--- src/rtl/pipelined_adder.sv ---
// Pipelined WIDTH-bit add/subtract built from STAGES carry-chained slices, one slice per
// stage, with valid/ready handshakes on both sides and a single global stall.
module pipelined_adder #(
   parameter int WIDTH  = 32,
   parameter int STAGES = 4
) (
   input  logic             clock,
   input  logic             reset,
   input  logic             io_in_valid,
   output logic             io_in_ready,
   input  logic [WIDTH-1:0] io_in_A,
   input  logic [WIDTH-1:0] io_in_B,
   input  logic             io_in_Cin,
   input  logic             io_in_sub,
   output logic             io_out_valid,
   input  logic             io_out_ready,
   output logic [WIDTH-1:0] io_out_Sum,
   output logic             io_out_Cout,
   output logic             io_out_Ovf
);

   localparam int S = WIDTH / STAGES;

   // Operands shift down one slice per stage so every stage adds bits [S-1:0];
   // finished result slices shift in from the top and land in place after the last stage.
   logic [WIDTH-1:0] a_q [STAGES];
   logic [WIDTH-1:0] b_q [STAGES];
   logic [WIDTH-1:0] r_q [STAGES];
   logic             c_q [STAGES];
   logic             v_q [STAGES];
   logic             ovf_q;
   logic             adv;

   // One advance signal for the whole pipe: bubbles are not squeezed out.
   assign adv         = !v_q[STAGES-1] || io_out_ready;
   assign io_in_ready = adv && !reset;

   for (genvar k = 0; k < STAGES; k++) begin : g_stage
      logic [WIDTH-1:0] a_in, b_in, r_in, r_nxt;
      logic             c_in, v_in;
      logic [S:0]       sum;

      if (k == 0) begin : g_first
         assign a_in = io_in_A;
         assign b_in = io_in_sub ? ~io_in_B : io_in_B;
         assign c_in = io_in_sub | io_in_Cin;
         assign v_in = io_in_valid;
         assign r_in = '0;
      end else begin : g_next
         assign a_in = a_q[k-1];
         assign b_in = b_q[k-1];
         assign c_in = c_q[k-1];
         assign v_in = v_q[k-1];
         assign r_in = r_q[k-1];
      end

      assign sum   = {1'b0, a_in[S-1:0]} + {1'b0, b_in[S-1:0]} + (S+1)'(c_in);
      assign r_nxt = (r_in >> S) | (WIDTH'(sum[S-1:0]) << (WIDTH - S));

      always_ff @(posedge clock) begin
         if (reset) begin
            // NOTE: only valid bits and the visible output registers are reset; slice data
            // in inner stages is qualified by its valid bit and is left unreset.
            v_q[k] <= 1'b0;
            if (k == STAGES - 1) begin
               r_q[k] <= '0;
               c_q[k] <= 1'b0;
            end
         end else if (adv) begin
            v_q[k] <= v_in;
            a_q[k] <= a_in >> S;
            b_q[k] <= b_in >> S;
            c_q[k] <= sum[S];
            r_q[k] <= r_nxt;
         end
      end

      if (k == STAGES - 1) begin : g_last
         // Here a_in/b_in hold the top slice, so bit S-1 is the operand sign.
         always_ff @(posedge clock) begin
            if (reset) begin
               ovf_q <= 1'b0;
            end else if (adv) begin
               ovf_q <= (a_in[S-1] == b_in[S-1]) && (sum[S-1] != a_in[S-1]);
            end
         end
      end
   end

   assign io_out_valid = v_q[STAGES-1];
   assign io_out_Sum   = r_q[STAGES-1];
   assign io_out_Cout  = c_q[STAGES-1];
   assign io_out_Ovf   = ovf_q;

endmodule

--- config.mk ---
export PLATFORM = sky130hd
export DESIGN_NAME = pipelined_adder
export DESIGN_NICKNAME = d
export VERILOG_FILES = /design/src/rtl/pipelined_adder.sv
export SDC_FILE = /design/constraint.sdc
export NUM_CORES = 1
export LEC_CHECK = 0
export CELL_PAD_IN_SITES_DETAIL_PLACEMENT = 0
export CELL_PAD_IN_SITES_GLOBAL_PLACEMENT = 2
export CORE_ASPECT_RATIO = 1.25
export CORE_UTILIZATION = 43
export CTS_CLUSTER_DIAMETER = 60
export DETAILED_ROUTE_END_ITERATION = 10
export MAX_ROUTING_LAYER = met4
export PLACE_DENSITY_LB_ADDON = 0.1
export SLEW_MARGIN = 30
export SYNTH_ARGS = -nofsm -noshare
export SYNTH_HDL_FRONTEND = slang
export SYNTH_SLANG_ARGS = --single-unit
--- constraint.sdc ---
create_clock -name clock -period 6.3 [get_ports clock]
set_input_delay 0.945 -clock clock [delete_from_list [all_inputs] [get_ports clock]]
set_output_delay 0.945 -clock clock [all_outputs]
set_load 0.01 [all_outputs]
-- Word-level counts from Yosys, hierarchy flattened
Memories as Yosys holds them, arrays and structs flattened.
Index checks and enable logic that the tools add are counted.
- flip-flop bits (word level): 1
- bits in writable memories: 328
- input port bits: 70
- output and inout port bits: 36
- word-level logic and storage cells: 44
- memories: 5
- add/sub/neg operators: 8
- equality and inequality tests: 2
- muxes and demuxes: 12
- bitwise operators: 11
- reductions and logical operators: 5
- memory list (memory ; words ; width ; rd ports ; clocked after memory_dff ; write ports ; RTL line ; source):
    r_q ; 4 ; 32 ; 4 ; 0 ; 4 ; 28 ; logic [WIDTH-1:0] r_q [STAGES];
    a_q ; 4 ; 24 ; 3 ; 0 ; 4 ; 26 ; logic [WIDTH-1:0] a_q [STAGES];
    b_q ; 4 ; 24 ; 3 ; 0 ; 4 ; 27 ; logic [WIDTH-1:0] b_q [STAGES];
    c_q ; 4 ; 1 ; 4 ; 0 ; 4 ; 29 ; logic c_q [STAGES];
    v_q ; 4 ; 1 ; 4 ; 0 ; 4 ; 30 ; logic v_q [STAGES];
- operators by type and width (kind ; number):
    OR 24 x 32 -> 32 bit ; 3
    two-way mux 32 bit ; 2
    adder 8 x 8 -> 9 bit ; 4
    adder 9 x 1 -> 9 bit ; 4
    NOT 32 bit ; 1
    two-way mux 1 bit ; 10
    OR 1 bit ; 7
    logical AND 1 bit ; 2
    zero test 1 bit ; 2
    == test 1 bit ; 1
    logical OR 1 bit ; 1
    != test 1 bit ; 1

-- Longest topological paths before layout
An unclocked memory read counts as a cell.
- depth after elaboration: 7
- mapped depth: 11
- gate-level depth less buffers: 9

-- Worst setup path after synthesis
No wires, ideal clock.
- kind: input-to-output
- start: input io_out_ready
- end: output io_in_ready
- data arrival time: 3233 ps
- required time: 5355 ps
- setup slack: 2122 ps
- stages: 5
- buffers on the path: 2
- path through: nor2b_1 > or2_1 > buf_2 > inv_2 > buf_2
- word-level cells in the longest chain between the ends: 2
- ends and longest elaborated chain (what ; RTL line ; source):
    start, declared ; 16 ; input logic io_out_ready,
    logical OR 1 bit ; 35 ; assign adv = !v_q[STAGES-1] || io_out_ready;
    logical AND 1 bit ; 36 ; assign io_in_ready = adv && !reset;
    end, declared ; 10 ; output logic io_in_ready,
Every way passes these cells.

-- Worst setup path after layout
Ends and elaborated chain as after synthesis.

==> flow_summary.json <==
{
  "status": "completed",
  "ys_types": 39,
  "critPathMaxFanout": 114,
  "slew_violations": 0,
  "relSlewSlack_pct": 38.44,
  "clock_latency_ns": 0.42,
  "clock-sinks": 185,
  "slowest_delay_ns": 0.72,
  "globalplace.congestion": 0.7383,
  "synth_commonest_cells": "184 x edfxtp_1, 41 x xor2_1, 29 x and2_1",
  "synthesis.nets": 537,
  "synth_area_um2": 7406,
  "ios": 106,
  "final_util_pct": 55.48,
  "drv_cap": 0,
  "path_cells": "clkdlybuf4s50_1, nor2b_1, or2_1, inv_6, clkdlybuf4s50_1",
  "crit_path_frequent_cell": "clkdlybuf4s50_1",
  "areaGrowthSynthToFinish_pct": 26.19,
  "clkTransAtPathRegs_ns": 0.06,
  "ir_drop_mv": 0.1784,
  "pwr-share-seq_pct": 51.4,
  "swShare_pct": 20.53,
  "synth_compound_area_share_pct": 3.142,
  "cts_buffers": 17,
  "wl_met3_um": 464,
  "ys_top_cells_by_area": "edfxtp_1 75%, xor2_1 4.8%, ha_1 4.7%, and2_1 2.4%, fa_1 2.2%",
  "synthAdderAreaFrac_pct": 6.893,
  "p_comb_share_pct": 10.9,
  "fin_nets": 654,
  "worstHoldPathCells": 0,
  "drt-vias-per-instance": 4.613,
  "crit_cells": 5,
  "critPathCaptureType": "output pin",
  "ys_seq_elements": 185,
  "ctsHoldBuffers": 0,
  "overflow": 0,
  "dieArea_um2": 17750,
  "wl_per_cell_um": 13.89,
  "startpoint_type": "input pin",
  "synth_most_common_cell": "edfxtp_1",
  "initial_core_util_pct": 43.97,
  "ys_seq_area_share_pct": 74.88,
  "wirelength_mm": 10.85,
  "switchingPower_mw": 0.6142,
  "finalHoldViolCount": 0,
  "row_count": 53,
  "reg2reg_from": "v_q[1][1]",
  "root_buffer": "clkbuf_16",
  "yosysTopAreaCellShare_pct": 74.61,
  "firstDrtPassIters": 5,
  "grt_pass1_vias": 3514,
  "num_vias": 3603,
  "hp-class": "reg -> reg",
  "tightestPinTransition_ns": 0.9234,
  "drive_gt1_share_pct": 6.595,
  "synth_flop_cell": "edfxtp_1",
  "ff2ff_path_depth": 4,
  "synthCells": 431,
  "cp-endpoint": "io_in_ready",
  "post_cts_buffers": 0,
  "crit_type": "in -> out",
  "worst_path_max_delay_cell": "inv_6",
  "critPathBufInv": 3,
  "power_per_cell_area_nw_per_um2": 320.1,
  "rsz0062_at_grt": "false",
  "arrival_ns": 3.32,
  "clkPwrFrac_pct": 37.8,
  "p_int_mw": 2.377,
  "drcViolationCount": 0,
  "wl_met1_mm": 4.941,
  "path_delay_family": "buffers and inverters",
  "grt_use_total_pct": 13.49,
  "fp.dieH_um": 148.7,
  "synth_edf_count": 184,
  "port-buffer-count": 105,
  "htree_num_levels": 4,
  "layout_min_cycle_time_ns": 4.265,
  "worstPathRequired_ns": 5.35,
  "antenna_left": 0,
  "wl_met2_mm": 5.284,
  "p_leak_nw": 3.414,
  "n_antenna_cell": 0,
  "synth-simple-area-share_pct": 7.467,
  "setup_tns_ns": 0,
  "clockBufferDepth": 2,
  "synth_top_family_by_area": "simple AND/OR/NAND/NOR gates",
  "fin_skew_ns": 0.01030,
  "fp.dieW_um": 119.4,
  "antenna_found_initial": 0,
  "r2r_end": "b_q[1][11]",
  "ys_warn_count": 0,
  "coreArea_um2": 16840,
  "drt_iter0_drc": 284,
  "fmax_mhz": 234.5,
  "grt_max_degree": 115,
  "tritoncts": "built",
  "async_flop_share_pct": 0,
  "startpoint": "io_out_ready",
  "fin_crit_sh_pct": 67.70,
  "fillers": 1397,
  "setup_viol": 0,
  "muxShareOfSynthArea_pct": 0.1352,
  "synth_area_per_cell_um2": 17.18,
  "dp_hpwl_mm": 7.053,
  "cts.repair.resized": 0,
  "synth_top_area_cell": "edfxtp_1",
  "grt_pass1_wl_mm": 17.38,
  "top_layer": "met4",
  "r2r_slack_ns": 3.42,
  "synth_xor_area_share_pct": 6.150
}
==> state kept, by name, indices dropped and copies added, names as in the netlist <==
signal and flops:
c_q 4, b_q 48, v_q 4, r_q 80, io_out_Ovf 1, a_q 48
==> layout make-up <==
type	instances	area (um^2)	area share (%)
multi-input cells	224	1769	18.93
flip-flops and latches	185	5545	59.34
clock inverters	12	197.7	2.115
well taps	220	275.3	2.946
repair buffers	106	1056	11.30
clock buffers	20	436.7	4.673
inverters	14	65.06	0.6962
==> power groups by stage <==
stage	Clock, mW	Combinational [mW]	Sequential [mW]
2_1_floorplan	0	0.181	1.57
3_3_place_gp	0	0.324	1.56
3_5_place_dp	0	0.329	1.57
4_1_cts	1.16	0.331	1.54
5_1_grt	1.21	0.363	1.55
6_report	1.13	0.325	1.54
==> layer usage <==
metal,vias to the layer above,global-route usage (%)
li1,1825,-
met1,1684,16.77
met2,85,20.52
met3,9,3.988
met4,0,6.000
met5,-,-
==> cells in the final DEF, fill, tap and decap left out, drive strengths merged, types with 3 or more instances in the layout <==
cell	count
nand2	10
a21oi	8
fa	8
a21o	3
xor2	41
clkbuf	20
nor4	3
nor2b	4
o21bai	3
edfxtp	184
and2	29
a211oi	4
xnor2	11
o21ai	8
nor3	14
clkinvlp	4
inv	15
bufinv	5
o211ai	5
nand3	8
ha	28
nand2b	4
clkdlybuf4s50	104
nor2	18
==> cell families (layout without fill, tap and decap cells) <==
kind of cell | after synthesis | count (layout)
AO/OA/AOI/OAI | 35 | 35
XOR/XNOR | 52 | 52
adder cells (fa/ha/maj) | 36 | 36
buffers and inverters | 22 | 152
flip-flops | 185 | 185
multiplexers | 1 | 1
AND/OR/NAND/NOR | 100 | 100
==> worst min path at each step <==
stage / from / endpoint
after CTS: a_q[0][8] / a_q[1][0]
after floorplan: a_q[0][8] / a_q[1][0]
after global routing: a_q[0][8] / a_q[1][0]
after global placement: b_q[1][8] / b_q[2][0]
after detailed placement: a_q[0][8] / a_q[1][0]
final: b_q[1][14] / b_q[2][6]
==> through the flow <==
stage | total power, mW | hold slack (ns) | instance area, um^2 | std cells | worst slack [ns]
2_1_floorplan | 1.750 | 0.4003 | 7406 | 431 | 2.122
3_5_place_dp | 1.894 | 0.4045 | 8703 | 749 | 2.002
5_1_grt | 3.120 | 0.4184 | 9345 | 781 | 1.856
4_1_cts | 3.030 | 0.4148 | 9338 | 781 | 1.999
3_3_place_gp | 1.884 | 0.4011 | 8703 | 749 | 2.050
6_report | 2.991 | 0.4121 | 9345 | 781 | 2.035
==> worst reg2reg max path, stage by stage (launching register included) <==
cell and delay (ns):
edfxtp_1 0.38, nor2b_1 0.20, or2_1 0.40, inv_6 0.72, buf_4 0.77
Power figures use the tool's default switching activity.
